**config.mk**
```make
export PLATFORM = sky130hd
export DESIGN_NAME = conv_encoder
export DESIGN_NICKNAME = d
export VERILOG_FILES = /design/src/rtl/conv_pkg.sv /design/src/rtl/sym_fifo.sv /design/src/rtl/conv_encoder.sv
export SDC_FILE = /design/constraint.sdc
export NUM_CORES = 1
export LEC_CHECK = 0
export CORE_AREA = 2 2 68 70
export CTS_BUF_LIST = sky130_fd_sc_hd__clkbuf_4 sky130_fd_sc_hd__clkbuf_8 sky130_fd_sc_hd__clkbuf_16
export CTS_CLUSTER_DIAMETER = 120
export DETAILED_ROUTE_END_ITERATION = 8
export DIE_AREA = 0 0 70 72
export GPL_ROUTABILITY_DRIVEN = 0
export GPL_TIMING_DRIVEN = 0
export HOLD_SLACK_MARGIN = 0.02
export PLACE_DENSITY = 0.64
export REMOVE_ABC_BUFFERS = 1
export SETUP_SLACK_MARGIN = 0.2
export SKIP_CTS_REPAIR_TIMING = 1
export SYNTH_ARGS = -nofsm -noshare
export SYNTH_HDL_FRONTEND = slang
export SYNTH_SLANG_ARGS = --single-unit
```
**constraint.sdc**
```tcl
create_clock -name clk -period 1.9 [get_ports clk]
set_clock_uncertainty 0.15 [all_clocks]
set_input_delay 0.38 -clock clk [delete_from_list [all_inputs] [get_ports clk]]
set_output_delay 0.38 -clock clk [all_outputs]
set_load 0.02 [all_outputs]
```
**src/rtl/conv_pkg.sv**
```systemverilog
// Shared definitions for the rate-1/2, K=3 convolutional encoder.
// Generators are g0 = 7 (octal) and g1 = 5 (octal). The symbol is {g0, g1}.
package conv_pkg;

  localparam int         CONV_K  = 3;
  localparam logic [2:0] CONV_G0 = 3'b111;
  localparam logic [2:0] CONV_G1 = 3'b101;

  typedef logic [1:0] conv_sym_t;

  typedef enum logic [0:0] {
    RUN  = 1'b0,
    TAIL = 1'b1
  } conv_state_e;

  // Taps are ordered {d(n), d(n-1), d(n-2)} = {d, s[1], s[0]}.
  function automatic conv_sym_t conv_sym(input logic d, input logic [1:0] s);
    logic [CONV_K-1:0] taps;
    taps     = {d, s};
    conv_sym = {^(taps & CONV_G0), ^(taps & CONV_G1)};
  endfunction

endpackage

```
**src/rtl/sym_fifo.sv**
```systemverilog
// Symbol FIFO with a fixed width of 2 bits and a power-of-2 depth.
// The pointers carry one extra wrap bit. Full means the MSBs differ and the
// index bits match. Empty means the pointers are equal.
// rdata is the head entry, read straight from the storage register.
module sym_fifo
  import conv_pkg::*;
#(
  parameter int DEPTH = 4
) (
  input  logic      clk,
  input  logic      rst_n,
  input  logic      push,
  input  logic      pop,
  input  conv_sym_t wdata,
  output conv_sym_t rdata,
  output logic      full,
  output logic      empty
);

  localparam int AW = $clog2(DEPTH);

  logic [AW:0] wptr_q, wptr_d;
  logic [AW:0] rptr_q, rptr_d;
  conv_sym_t   mem_q [DEPTH];
  conv_sym_t   mem_d [DEPTH];
  logic        do_push;
  logic        do_pop;

  assign full    = (wptr_q[AW] != rptr_q[AW]) && (wptr_q[AW-1:0] == rptr_q[AW-1:0]);
  assign empty   = (wptr_q == rptr_q);
  assign do_push = push && !full;
  assign do_pop  = pop && !empty;
  assign rdata   = mem_q[rptr_q[AW-1:0]];

  // Next-state for the storage and both pointers. A push and a pop in the
  // same cycle leave the occupancy unchanged.
  always_comb begin
    wptr_d = wptr_q;
    rptr_d = rptr_q;
    mem_d  = mem_q;
    if (do_push) begin
      mem_d[wptr_q[AW-1:0]] = wdata;
      wptr_d                = wptr_q + 1'b1;
    end
    if (do_pop) begin
      rptr_d = rptr_q + 1'b1;
    end
  end

  // Storage and pointer registers. Reset discards all contents.
  always_ff @(posedge clk or negedge rst_n) begin
    if (!rst_n) begin
      wptr_q <= '0;
      rptr_q <= '0;
      for (int i = 0; i < DEPTH; i++) begin
        mem_q[i] <= '0;
      end
    end else begin
      wptr_q <= wptr_d;
      rptr_q <= rptr_d;
      mem_q  <= mem_d;
    end
  end

endmodule

```
**src/rtl/conv_encoder.sv**
```systemverilog
// Rate-1/2, constraint-length-3 convolutional encoder with an output symbol FIFO.
// Optional feature macro: CONV_ENC_TAIL_EN.
//   Defined:   two zero tail bits are appended after every FRAME_LEN data bits,
//              so each frame ends in state 00.
//   Undefined: the stream is continuous, and frame_done marks every FRAME_LEN data bits.
// Handshake: a transfer happens on a rising edge where valid and ready are both high.
// in_ready depends only on FIFO full and the FSM state, never on the same-cycle pop.
// out_valid is simply "FIFO not empty".
// dbg_state and dbg_s expose the FSM state and the shift register for observation.
module conv_encoder
  import conv_pkg::*;
#(
  parameter int FRAME_LEN  = 32,
  parameter int FIFO_DEPTH = 4
) (
  input  logic        clk,
  input  logic        reset,
  input  logic        in_bit,
  input  logic        in_valid,
  output logic        in_ready,
  output logic [1:0]  out,
  output logic        out_valid,
  input  logic        out_ready,
  output logic        frame_done,
  output conv_state_e dbg_state,
  output logic [1:0]  dbg_s
);

  localparam logic [15:0] LAST_IDX = 16'(FRAME_LEN - 1);

  logic [1:0]  s_q, s_d;
  logic [15:0] cnt_q, cnt_d;
  logic        fd_q, fd_d;
  logic        full;
  logic        empty;
  logic        push;
  logic        enc_d;
  conv_sym_t   sym;

`ifdef CONV_ENC_TAIL_EN
  localparam logic [0:0] ST_RUN  = 1'b0;
  localparam logic [0:0] ST_TAIL = 1'b1;

  logic [0:0] state_q, state_d;
  logic       tcnt_q, tcnt_d;

  // Accept and push decode. TAIL pushes zeros on its own while input is held off.
  always_comb begin
    in_ready = (state_q == ST_RUN) && !full;
    push     = 1'b0;
    enc_d    = 1'b0;
    if (state_q == ST_RUN) begin
      push  = in_valid && !full;
      enc_d = in_bit;
    end else begin
      push  = !full;
      enc_d = 1'b0;
    end
  end

  // Shift register, counter and FSM next-state. All of them advance only on a push.
  always_comb begin
    state_d = state_q;
    cnt_d   = cnt_q;
    tcnt_d  = tcnt_q;
    s_d     = s_q;
    fd_d    = 1'b0;
    if (push) begin
      s_d = {enc_d, s_q[1]};
      if (state_q == ST_RUN) begin
        if (cnt_q == LAST_IDX) begin
          cnt_d   = '0;
          state_d = ST_TAIL;
        end else begin
          cnt_d = cnt_q + 16'd1;
        end
      end else begin
        if (tcnt_q) begin
          tcnt_d  = 1'b0;
          state_d = ST_RUN;
          fd_d    = 1'b1;
        end else begin
          tcnt_d = 1'b1;
        end
      end
    end
  end

  // FSM and tail counter registers.
  always_ff @(posedge clk or negedge reset) begin
    if (!reset) begin
      state_q <= ST_RUN;
      tcnt_q  <= 1'b0;
    end else begin
      state_q <= state_d;
      tcnt_q  <= tcnt_d;
    end
  end

  assign dbg_state = conv_state_e'(state_q);
`else
  // Accept and push decode. The stream is continuous and only FIFO full stalls it.
  always_comb begin
    in_ready = !full;
    push     = in_valid && !full;
    enc_d    = in_bit;
  end

  // Shift register and frame counter next-state. frame_done marks each FRAME_LEN-th push.
  always_comb begin
    cnt_d = cnt_q;
    s_d   = s_q;
    fd_d  = 1'b0;
    if (push) begin
      s_d = {enc_d, s_q[1]};
      if (cnt_q == LAST_IDX) begin
        cnt_d = '0;
        fd_d  = 1'b1;
      end else begin
        cnt_d = cnt_q + 16'd1;
      end
    end
  end

  assign dbg_state = RUN;
`endif

  assign sym = conv_sym(enc_d, s_q);

  // Shift register, bit counter and the registered frame_done pulse.
  always_ff @(posedge clk or negedge reset) begin
    if (!reset) begin
      s_q   <= 2'b00;
      cnt_q <= '0;
      fd_q  <= 1'b0;
    end else begin
      s_q   <= s_d;
      cnt_q <= cnt_d;
      fd_q  <= fd_d;
    end
  end

  sym_fifo #(
    .DEPTH (FIFO_DEPTH)
  ) u_fifo (
    .clk   (clk),
    .rst_n (reset),
    .push  (push),
    .pop   (out_ready && !empty),
    .wdata (sym),
    .rdata (out),
    .full  (full),
    .empty (empty)
  );

  assign out_valid  = !empty;
  assign frame_done = fd_q;
  assign dbg_s      = s_q;

endmodule

```
* After elaboration in Yosys (flattened, before gate mapping) *
Cells that the tools add are included.

operators by class
  add/sub/neg operators = 3
  magnitude comparators = 3
  equal/unequal tests = 4
  muxes and demuxes = 9
  bitwise operators = 2
  reduce and logical (&&, ||, !) cells = 10

operators by type and width
  operator               number
  $add 16x1->16 const B  1
  $eq 16x5->1 const B    1
  $mux 16                1
  $bwmux 8               1
  $add 3x1->3 const B    2
  $ge 3x3->1 const B     2
  $logic_and 1x1->1      6
  $mux 2                 3
  $not 2->3              2
  $reduce_xor 3->1       2
  $bmux 2 s2             1
  $demux 2 s2            1
  $eq 3x3->1             1
  $lt 3x1->1 const B     1
  $eq 2x2->1             1
  $logic_not 1->1        2
  $mux 1                 2
  $ne 1x1->1             1

word-level totals
  bits in registers = 33

* Depth between registers and ports, before layout *
Gate-level depths: netlist (run 1).

  word-level depth = 6
  depth in mapped cells = 5

* By module *
From an unflattened synthesis (run 1), not the netlist that was laid out.

unflattened totals
  cells, all modules = 154
  area total of the unflattened synthesis = 1721.7 µm²

modules (own cells, without submodules)
  module        instances  cells an instance  area each (µm²)
  conv_encoder  1          89                 933.4
  sym_fifo      1          65                 788.3

* Worst setup path after synthesis (run 1) *
OpenSTA, ideal clock, no wires.

  path type = register to register
  start point = register u_fifo.rptr_q[0]
  end point = register u_fifo.rptr_q[1]
  setup time = 128 ps
  arrival time = 1521 ps
  data required time = 1622 ps
  slack = 102 ps
  stages on the path, launching flop included = 5
  buffers on the path = 0
  period minus slack after synthesis = 1798 ps
  cell sequence = dfrtp_1 -> xnor2_2 -> nand3b_1 -> nand2_1 -> mux2_1

between the ends
  longest elaborated chain between the ends = 4
  elaborated cells between the ends (all ways) = 5
  classes of those cells = add/sub (1); eq/ne (1); reduce/logical (3)

RTL lines
  element                 RTL line             source
  start, declared         sym_fifo.sv:23       logic [AW:0] rptr_q, rptr_d;
  start signal, assigned  sym_fifo.sv:60       rptr_q <= rptr_d;
  $eq 3x3->1 (*)          sym_fifo.sv:30       assign empty = (wptr_q == rptr_q);
  $logic_not 1->1 (*)     n/a
  named net out_valid     conv_encoder.sv:22   output logic out_valid,
  $logic_and 1x1->1       conv_encoder.sv:149  .pop (out_ready && !empty),
  $logic_and 1x1->1 (*)   sym_fifo.sv:32       assign do_pop = pop && !empty;

Mark *: on every way through the listed nets, which the timed path passes. The rest lies on a longest branch.
A chain may end at the register's enable or synchronous reset.

* Worst setup path after layout (run 1) *
  start point = register u_fifo.rptr_q[0]
  end point = output out[0]

between the ends
  longest elaborated chain between the ends = 4

RTL lines
  element                                     RTL line            source
  $not 2->3 (not written as such)             sym_fifo.sv:33      assign rdata = mem_q[rptr_q[AW-1:0]];
  $bmux 2 s2                                  sym_fifo.sv:33
  $mux 2 (not written as such) (2 in series)  sym_fifo.sv:33
  end, declared                               conv_encoder.sv:21  output logic [1:0] out,

No other way between the ends. The select of a mux whose other input is x is not followed.

==> metrics.log, run 1 <==
INFO  metric hold_class = in -> async
INFO  metric final_min_period_over_clock_period = 102%
INFO  metric clk_latency = 0.29 ns
INFO  metric cts_htree_levels = 2
INFO  metric clock_tree.root_cell = clkbuf_8
INFO  metric first_pass_grt_wire_length = 5080 µm
INFO  metric final_util = 54.0%
INFO  metric critPathArrivalTime = about 1.4 ns
INFO  metric worst_pin_slew = 0.738 ns
INFO  metric drc = 0
INFO  metric antenna_cells_inserted = 0
INFO  metric timing_max_transition_violations_final = 0
INFO  metric vias_per_cell = 5.21
INFO  metric worst-path-buf-inv = 1
INFO  metric area_growth_syn_to_layout = 36.6%
INFO  metric critical_path_class = reg -> out
INFO  metric synth_area = 1690 µm²
INFO  metric ant_nets = 0
INFO  metric ff2ff_setup_slack = 0.01 ns
INFO  metric critPathMaxStageDelay = 0.51 ns
INFO  metric worst_slew_margin_rel = 50.8%
INFO  metric finalSetupTns = -0.110 ns
INFO  metric synth.avg_cell_area = around 12 µm²
INFO  metric nets = 183
INFO  metric globalRoute.totalOverflow = 0
INFO  metric synthTopCellsByArea = dfrtp_1 (49%), mux2_1 (6.0%), xnor2_1 (4.7%)
INFO  metric cts_tree = yes
INFO  metric synth.cells.most_frequent = dfrtp_1 (33), nand2_1 (20), mux2_1 (9), xnor2_1 (9)
INFO  metric fp.dieArea = 5040 µm²
INFO  metric place.port_buffers = 11
INFO  metric critical_path_endpoint_category = output pin
INFO  metric clock_tree.buffer_depth = 2
INFO  metric grtUsageTotal = about an eighth
INFO  metric postLayoutSetupSlackWorst = -0.0414 ns
INFO  metric critical_path_top_delay_cell = mux4_2
INFO  metric clock_pin_slew_on_the_worst_setup_and_hold_paths = 0.07 ns
INFO  metric drt_first_pass_iters = 3
INFO  metric antenna_found_initial = 0
INFO  metric crit_required = about 1.4 ns
INFO  metric status = finished with violations
INFO  metric detail_route.wl_per_cell = 15.9 µm
INFO  metric detailroute.via_count = 1172
INFO  metric grt_pass1_vias = roughly 1100
INFO  metric synth-seq-area-share = 49.0%
INFO  metric vdd.ir_drop.worst = roughly 0.74 mV
INFO  metric synth_edf_count = 0
INFO  metric hold_viol_final = 3
INFO  metric final_area = approximately 2300 µm²
INFO  metric maximum_number_of_pins_on_one_net_before_global_route_repair = 34
INFO  metric ys_ff_latch = 33
INFO  metric worst_setup_path_start_kind = register
INFO  metric critical_path.cell_chain = mux4_2 > buf_2
INFO  metric p_leak = 1.09 nW
INFO  metric dp_slack = -0.396 ns
INFO  metric ports = 13
INFO  metric path_delay_family = multiplexers
INFO  metric post_layout_nonfiller_instances = 225
INFO  metric row_count = 24
INFO  metric post-route-min-period = a little under 2 ns
INFO  metric dpl_cell_area = 1830 µm²
INFO  metric cp_max_fo = 4
INFO  metric initial_utilization = 39.5%
INFO  metric worst_hold_slack = -0.00564 ns
INFO  metric unrepaired_setup_endpoints_after_global_routing = yes
INFO  metric fp.coreArea = 4260 µm²
INFO  metric fp.dieH = 72 µm
INFO  metric cts_buffers = 5
INFO  metric failed_checks = negative hold slack, negative setup slack
INFO  metric cell_with_the_most_instances_after_synthesis = dfrtp_1
INFO  metric filler_cell_count = ~360
INFO  metric place_hpwl = 2020 µm
INFO  metric report.power.total = 3.92 mW
INFO  metric synth_largest_type_area_fraction = 49.0%
INFO  metric highest_clock_rate = just over 500 MHz
INFO  metric count_of_warnings_emitted_by_yosys = 0
INFO  metric die_w = 70 µm
INFO  metric netlist.top_cell.by_area = dfrtp_1
INFO  metric power.density = 1700 nW/µm²
INFO  metric synth_cell_type_count = 33
INFO  metric wirelength = 3580 µm
INFO  metric synthArstFlopShare = 100%
INFO  metric dp.cells = 202
INFO  metric leading_register_cell_type_out_of_synthesis = dfrtp_1
INFO  metric finalSetupViolCount = 4
INFO  metric netlist_instances = 142
INFO  metric drive_above_1_share = 42.8%
INFO  metric cts_num_sinks = 33
INFO  metric drv.max_cap_violation_count = 0
INFO  metric detailedRoute.firstIterationViolations = 43
-- state kept, by name (all words and copies together) (netlist names) --
signal         flops
cnt_q             16
u_fifo.mem_q       8
u_fifo.rptr_q      3
u_fifo.wptr_q      3
dbg_s              2
frame_done         1
-- worst register-to-register path, delay by kind of cell (launching register included) --
family,cells,cell delay [ns]
multiplexers,1,0.30
AND/OR/NAND/NOR,1,0.24
buffers and inverters,1,0.15
flip-flops,1,0.46
AO/OA/AOI/OAI,1,0.33
XOR/XNOR,1,0.14
-- cell type report --
type,instances,area (µm²),share of cell area (%)
clock inverters,2,10.0,0.435
clock buffers,6,76.3,3.32
flip-flops and latches,33,827,35.9
inverters,5,18.8,0.815
multi-input cells,101,1030,44.9
repair buffers,26,272,11.8
well taps,52,65.1,2.83
-- metal layers --
metal | wire [µm] | track usage, % | part of all wire [%]
met1 | 1510 | 15.3 | 42
met2 | 1900 | 21.9 | 53
met3 | 121 | 5.00 | 3.4
met4 | 48 | 5.77 | 1.3
met5 | 0 | 0 | 0
-- cells by family after synthesis --
group | share of synthesized area, %
DFF | 49.0
and+or+nand+nor | 17.9
buffers and inverters | 2.67
xor gates and xnor gates | 11.7
other | 0.223
adders and majority gates | 4.45
muxes | 9.73
AOI/OAI and AO/OA | 4.31
-- where the power goes --
group	internal (mW)	switching, mW
clock network	0.268	0.270
registers	0.969	0.343
logic	1.14	0.931
total	2.38	1.54
-- layout by cell type, fill, tap and decap left out, drive strengths merged --
master and count:
nor4b 1, nor2 3, nand4b 1, a41oi 1, and4 3, a31o 1, xnor2 11, o21ai 3
nand2 20, dfrtp 33, and2 4, nor3 4, nor4 3, nand4 4, mux2 9, buf 19
a21oi 2, xor2 9, mux4 2, nand3 8, and3 1, conb 1, inv 5, ha 6
clkdlybuf4s50 3, a31oi 1, nand3b 1, dlymetal6s2s 3, mux2i 1, clkbuf 7, or2 1, clkinv 2
-- worst paths after layout --
kind                             startpoint          endpoint  cells after the start
setup / recovery           u_fifo.rptr_q[0]            out[0]                      2
hold / removal                        reset   u_fifo.mem_q[0]                      1
setup reg to reg           u_fifo.rptr_q[0]   u_fifo.mem_q[1]                      5
hold reg to reg                   cnt_q[15]         cnt_q[15]                      1
max in group asynchronous             reset  u_fifo.rptr_q[0]                      1
min in group clk                  cnt_q[15]         cnt_q[15]                      1
Power figures use the tool's default switching activity.
==> run 2, diff against run 1 <==
--- a/config.mk
+++ b/config.mk
@@ -13,10 +13,9 @@
 export GPL_ROUTABILITY_DRIVEN = 0
 export GPL_TIMING_DRIVEN = 0
 export HOLD_SLACK_MARGIN = 0.02
-export PLACE_DENSITY = 0.64
+export PLACE_DENSITY = 0.59
 export REMOVE_ABC_BUFFERS = 1
 export SETUP_SLACK_MARGIN = 0.2
-export SKIP_CTS_REPAIR_TIMING = 1
 export SYNTH_ARGS = -nofsm -noshare
 export SYNTH_HDL_FRONTEND = slang
 export SYNTH_SLANG_ARGS = --single-unit
==> metrics.log, run 2 (synthesis results as in run 1) <==
INFO  metric clock_pin_slew_on_the_worst_setup_and_hold_paths = approximately 0.07 ns
INFO  metric postCtsHoldBufs = 0
INFO  metric grt_pass1_vias = 1226
INFO  metric register_area = 830 µm²
INFO  metric finalSetupViolCount = 12
INFO  metric initial_utilization = between 30% and 40%
INFO  metric drt_first_pass_iters = 4
INFO  metric final_min_period_over_clock_period = 102%
INFO  metric post-route-min-period = around 1.9 ns
INFO  metric detail_route.wl_per_cell = 15.1 µm
INFO  metric cts_num_sinks = 33
INFO  metric first_pass_grt_wire_length = 5890 µm
INFO  metric hold_viol_final = 0
INFO  metric unrepaired_setup_endpoints_after_global_routing = yes
INFO  metric maximum_number_of_pins_on_one_net_before_global_route_repair = 34
INFO  metric detailedRoute.firstIterationViolations = 42
INFO  metric fp.dieH = 72 µm
INFO  metric detailroute.via_count = 1154
INFO  metric largest-register = cnt_q
INFO  metric worstRegToRegCells = 6
INFO  metric most_common_cell_after_layout_fill_and_taps_aside = dfrtp_1
INFO  metric cts_tree = yes
INFO  metric place.port_buffers = 11
INFO  metric timing_max_transition_violations_final = 0
INFO  metric antenna_cells_inserted = 0
INFO  metric worst_pin_slew = 0.725 ns
INFO  metric postLayoutSetupSlackWorst = -0.0452 ns
INFO  metric ff2ff_setup_slack = -0.05 ns
INFO  metric worst_slew_margin_rel = 51.7%
INFO  metric ant_nets = 0
INFO  metric cts_buffers = 5
INFO  metric place_hpwl = approximately 2100 µm
INFO  metric worst_setup_path_start_kind = register
INFO  metric critPathArrivalTime = 1.95 ns
INFO  metric final_util = a little over half
INFO  metric clock_tree.root_cell = clkbuf_8
INFO  metric grtUsageTotal = 15.1%
INFO  metric die_w = about 70 µm
INFO  metric vias_per_cell = 5.06
INFO  metric clk_latency = slightly below 0.3 ns
INFO  metric vdd.ir_drop.worst = 0.777 mV
INFO  metric drv.max_cap_violation_count = 0
INFO  metric critical_path_class = reg -> reg
INFO  metric critical_path_endpoint_category = register
INFO  metric reg2reg_from = u_fifo.rptr_q[0]
INFO  metric filler_cell_count = 387
INFO  metric most-common-layout-cells = dfrtp_1 (30), nand2_1 (17), buf_6 (11)
INFO  metric final_area = 2300 µm²
INFO  metric nets = 187
INFO  metric power.density = 1780 nW/µm²
INFO  metric critical_path.reg2reg.endpoint = u_fifo.mem_q[0]
INFO  metric cp_max_fo = 6
INFO  metric worst_hold_slack = 0.00393 ns
INFO  metric critPathMaxStageDelay = 0.46 ns
INFO  metric critical_path_top_delay_cell = dfrtp_2
INFO  metric fp.coreArea = between 4000 and 5000 µm²
INFO  metric largest_reg_flops = 16
INFO  metric finalSetupTns = -0.206 ns
INFO  metric fp.dieArea = 5040 µm²
INFO  metric hold_class = in -> async
INFO  metric crit_required = 1.91 ns
INFO  metric cts_htree_levels = 2
INFO  metric drc = 0
INFO  metric row_count = 24
INFO  metric multi_input_area = around 990 µm²
INFO  metric failed_checks = negative setup slack
INFO  metric p_leak = roughly 1.0 nW
INFO  metric area_growth_syn_to_layout = 36.7%
INFO  metric drive_above_1_share = 42.0%
INFO  metric critical_path.cell_chain = buf_12 > xnor2_4 > buf_12 > a31oi_4 > and2_4 > mux2_4
INFO  metric highest_clock_rate = ~510 MHz
INFO  metric dpl_cell_area = roughly 1800 µm²
INFO  metric wirelength = 3450 µm
INFO  metric antenna_found_initial = 0
INFO  metric ports = 13
INFO  metric clock_tree.buffer_depth = 2
INFO  metric globalRoute.totalOverflow = 0
INFO  metric status = finished with violations
INFO  metric reg_top3 = cnt_q: 16 flops, u_fifo.mem_q: 8 flops
INFO  metric critical-path-top-cell-by-count = buf_12
==> run 2: cell count changes in the layout (fill, tap and decap cells not counted), moves of 3 or more <==
cell,before,now
dlymetal6s2s_1,3,0
nand2_1,12,17
buf_6,5,11
dlygate4sd2_1,0,3
nand2_4,5,0
==> run 2: timing repair <==
action	in CTS	in global routing
setup buffers	15	3
setup endpoints to repair	27	28
cloned	1	0
pin swaps	18	20
resized for setup	53	22
==> run 2: worst max-delay path, delay by kind of cell (launching register included) <==
family | cells | cell delay (ns)
AO/OA/AOI/OAI | 1 | 0.25
AND/OR/NAND/NOR | 1 | 0.23
XOR/XNOR | 1 | 0.15
buffers and inverters | 2 | 0.28
flip-flops | 1 | 0.46
multiplexers | 1 | 0.31
==> run 2: cell type report <==
class                   count  share of cell area, %
clock buffers               5                   2.99
clock inverters             2                   1.52
inverters                   5                  0.815
multi-input cells         101                   42.9
flip-flops and latches     33                   36.0
well taps                  52                   2.82
repair buffers             30                   12.9
==> run 2: report_power, final <==
part	internal, mW	switching, mW
Clock	0.381	0.247
Sequential	0.974	0.312
Combinational	1.24	0.937
Total	2.59	1.50
==> run 2: how the worst max path moves through the flow <==
stage                          start  cells after the start  slack [ns]         endpoint
global placement               reset                      1       -0.34        cnt_q[14]
floorplan           u_fifo.rptr_q[0]                      4        0.05  u_fifo.mem_q[0]
global route        u_fifo.rptr_q[0]                      4       -0.12        out_valid
finish              u_fifo.rptr_q[0]                      6       -0.05  u_fifo.mem_q[0]
CTS                 u_fifo.rptr_q[0]                      4       -0.04        out_valid
detailed placement          in_valid                      5       -0.40  u_fifo.mem_q[0]
==> run 2: per-layer routing <==
layer / track usage (%) / wire length, µm / part of all wire, %
met1: 19.5 / 1590 / 46
met4: 5.13 / 53 / 1.5
met3: 5.42 / 120 / 3.5
met2: 23.9 / 1690 / 49
met5: 0 / 0 / 0
==> run 2: through the flow <==
step           total power, mW  cells  setup slack (ns)
6_report                  4.09    228           -0.0452
5_1_grt                   4.37    228            -0.117
4_1_cts                   3.78    225           -0.0391
3_5_place_dp              2.57    202            -0.403
3_3_place_gp              2.50    202            -0.342
2_1_floorplan             2.14    139            0.0455
==> run 3, diff against run 2 <==
--- a/config.mk
+++ b/config.mk
@@ -5,17 +5,18 @@
 export SDC_FILE = /design/constraint.sdc
 export NUM_CORES = 1
 export LEC_CHECK = 0
-export CORE_AREA = 2 2 68 70
+export CORE_AREA = 2 2 58 60
 export CTS_BUF_LIST = sky130_fd_sc_hd__clkbuf_4 sky130_fd_sc_hd__clkbuf_8 sky130_fd_sc_hd__clkbuf_16
 export CTS_CLUSTER_DIAMETER = 120
 export DETAILED_ROUTE_END_ITERATION = 8
-export DIE_AREA = 0 0 70 72
+export DIE_AREA = 0 0 60 62
 export GPL_ROUTABILITY_DRIVEN = 0
 export GPL_TIMING_DRIVEN = 0
 export HOLD_SLACK_MARGIN = 0.02
-export PLACE_DENSITY = 0.59
+export PLACE_DENSITY = 0.77
 export REMOVE_ABC_BUFFERS = 1
 export SETUP_SLACK_MARGIN = 0.2
+export SLEW_MARGIN = 0
 export SYNTH_ARGS = -nofsm -noshare
 export SYNTH_HDL_FRONTEND = slang
 export SYNTH_SLANG_ARGS = --single-unit
==> metrics.log, run 3 (synthesis results as in run 1) <==
INFO  metric largest_reg_flops = 16
INFO  metric clkPwrFrac = approximately 15%
INFO  metric timing_max_transition_violations_final = 0
INFO  metric hold_depth = 1
INFO  metric worst-path-buf-inv = 1
INFO  metric initial_utilization = 53.0%
INFO  metric dp.cells = 196
INFO  metric cts_buffers = 5
INFO  metric final_area = ~2200 µm²
INFO  metric global_route.peak_usage_layer = met2
INFO  metric wirelength = 3520 µm
INFO  metric area_growth_syn_to_layout = 30.7%
INFO  metric die_w = 60 µm
INFO  metric maximum_number_of_pins_on_one_net_before_global_route_repair = 34
INFO  metric drv.max_cap_violation_count = 0
INFO  metric fp.coreArea = 3180 µm²
INFO  metric worst_pin_slew = just over 0.7 ns
INFO  metric worst_setup_path_start_kind = register
INFO  metric place_hpwl = 2030 µm
INFO  metric critPathArrivalTime = 1.46 ns
INFO  metric drc = 0
INFO  metric finalSetupTns = -0.800 ns
INFO  metric most_common_cell_after_layout_fill_and_taps_aside = dfrtp_1
INFO  metric globalRouteMet3Util = 5.59%
INFO  metric critPathMaxStageDelay = 0.53 ns
INFO  metric place.port_buffers = 11
INFO  metric failed_checks = negative setup slack
INFO  metric postLayoutSetupSlackWorst = -0.0867 ns
INFO  metric cts_htree_levels = 2
INFO  metric fp.dieArea = 3720 µm²
INFO  metric power.sequential.fraction = approximately 33%
INFO  metric power.density = between 1500 and 2000 nW/µm²
INFO  metric hold_class = reg -> reg
INFO  metric final_min_period_over_clock_period = 105%
INFO  metric clock_pin_slew_on_the_worst_setup_and_hold_paths = between 0.1 and 0.15 ns
INFO  metric switching_power = 1.46 mW
INFO  metric post-route-min-period = 1.99 ns
INFO  metric antenna_cells_inserted = 0
INFO  metric row_count = 21
INFO  metric grt.met1_usage = 24.9%
INFO  metric final_util = 69.3%
INFO  metric clock_tree.buffer_depth = 2
INFO  metric vias_per_cell = 5.40
INFO  metric ant_nets = 0
INFO  metric grtUsageTotal = 20.8%
INFO  metric reg_top3 = cnt_q: 16 flops, u_fifo.mem_q: 8 flops
INFO  metric most-common-layout-cells = dfrtp_1 (29), nand2_1 (20), buf_4 (19)
INFO  metric hold_viol_final = 0
INFO  metric cts_num_sinks = 33
INFO  metric grt_pass1_vias = roughly 1200
INFO  metric antenna_found_initial = 0
INFO  metric unrepaired_setup_endpoints_after_global_routing = yes
INFO  metric dpl_cell_area = 1820 µm²
INFO  metric power_switching_share = a little under two fifths
INFO  metric ports = 13
INFO  metric first_pass_grt_wire_length = approximately 5500 µm
INFO  metric p_leak = about 1.0 nW
INFO  metric clk_latency = 0.34 ns
INFO  metric cp_max_fo = 3
INFO  metric post_layout_nonfiller_instances = 228
INFO  metric combinationalPowerShare = 52.7%
INFO  metric detailedRoute.firstIterationViolations = 31
INFO  metric nets = 192
INFO  metric detail_route.wl_per_cell = 15.4 µm
INFO  metric detailroute.via_count = roughly 1200
INFO  metric worst-path-stages = 2
INFO  metric clock_tree.root_cell = clkbuf_4
INFO  metric highest_clock_rate = 503 MHz
INFO  metric critical_path_endpoint_category = output pin
INFO  metric vdd.ir_drop.worst = ~1 mV
INFO  metric fp.dieH = between 60 and 70 µm
INFO  metric critical_path_class = reg -> out
INFO  metric finalSetupViolCount = 12
INFO  metric status = finished with violations
INFO  metric grt_util_met2 = 35.1%
INFO  metric critical_path_top_delay_cell = mux4_2
INFO  metric globalRoute.totalOverflow = 0
INFO  metric crit_required = 1.37 ns
INFO  metric internal_power = 2.39 mW
INFO  metric critical_path.cell_chain = mux4_2 > buf_6
INFO  metric drive_above_1_share = 36.3%
INFO  metric cts_tree = yes
INFO  metric report.power.total = 3.85 mW
INFO  metric worst_slew_margin_rel = 51.8%
INFO  metric worstRegToRegCells = 6
INFO  metric drt_first_pass_iters = 4
INFO  metric largest-register = cnt_q
INFO  metric path_delay_family = multiplexers
## run 3: cell types whose count changed in the layout (fill, tap and decap cells not counted), moves of 3 or more
cell | before | now
nand2_1 | 17 | 20
mux2_1 | 1 | 5
buf_4 | 9 | 19
nand2_2 | 3 | 0
clkbuf_8 | 5 | 1
clkbuf_4 | 0 | 6
buf_6 | 11 | 7
mux2_4 | 8 | 4
## run 3: layout make-up
class,count,area (µm²)
Fill cell,210,977
Clock inverter,1,30.0
Clock buffer,7,58.8
Multi-Input combinational cell,101,908
Timing Repair Buffer,35,298
Inverter,5,18.8
Sequential cell,33,831
Tap cell,46,57.6
## run 3: worst paths after layout
path | from | to | slack, ns
worst max-delay path | u_fifo.rptr_q[0] | out[1] | -0.09
worst min-delay path | cnt_q[15] | cnt_q[15] | 0.34
worst max register to register | u_fifo.rptr_q[0] | u_fifo.mem_q[2] | -0.08
worst min register to register | cnt_q[15] | cnt_q[15] | 0.34
max in group asynchronous | reset | cnt_q[3] | 0.60
min in group asynchronous | reset | u_fifo.mem_q[1] | 0.47
## run 3: power by group through the flow
stage | clock network, mW | registers (mW) | logic (mW)
after floorplan | 0 | 1.21 | 0.932
after global placement | 0 | 1.23 | 1.25
after detailed placement | 0 | 1.27 | 1.32
after CTS | 0.576 | 1.24 | 1.82
after global routing | 0.602 | 1.29 | 2.17
final | 0.563 | 1.26 | 2.03
## run 3: metal layers
metal | vias up | part of all wire, %
li1 | 569 | -
met1 | 618 | 41
met2 | 35 | 52
met3 | 9 | 4.6
met4 | 0 | 2.2
met5 | - | 0
## run 3: stage by stage
stage	hold slack, ns	setup WS, ns
floorplan	-0.0656	0.0455
global placement	0.310	-0.336
detailed placement	0.321	-0.368
CTS	0.339	-0.0812
global route	0.360	-0.135
finish	0.340	-0.0867
## run 3: what timing repair did
action | in CTS | in global routing
hold buffers | 1 | 0
setup endpoints to repair | 27 | 34
resized for setup | 44 | 12
hold endpoints to repair | 33 | 0
buffers inserted | 18 | 5
pin swaps | 16 | 15
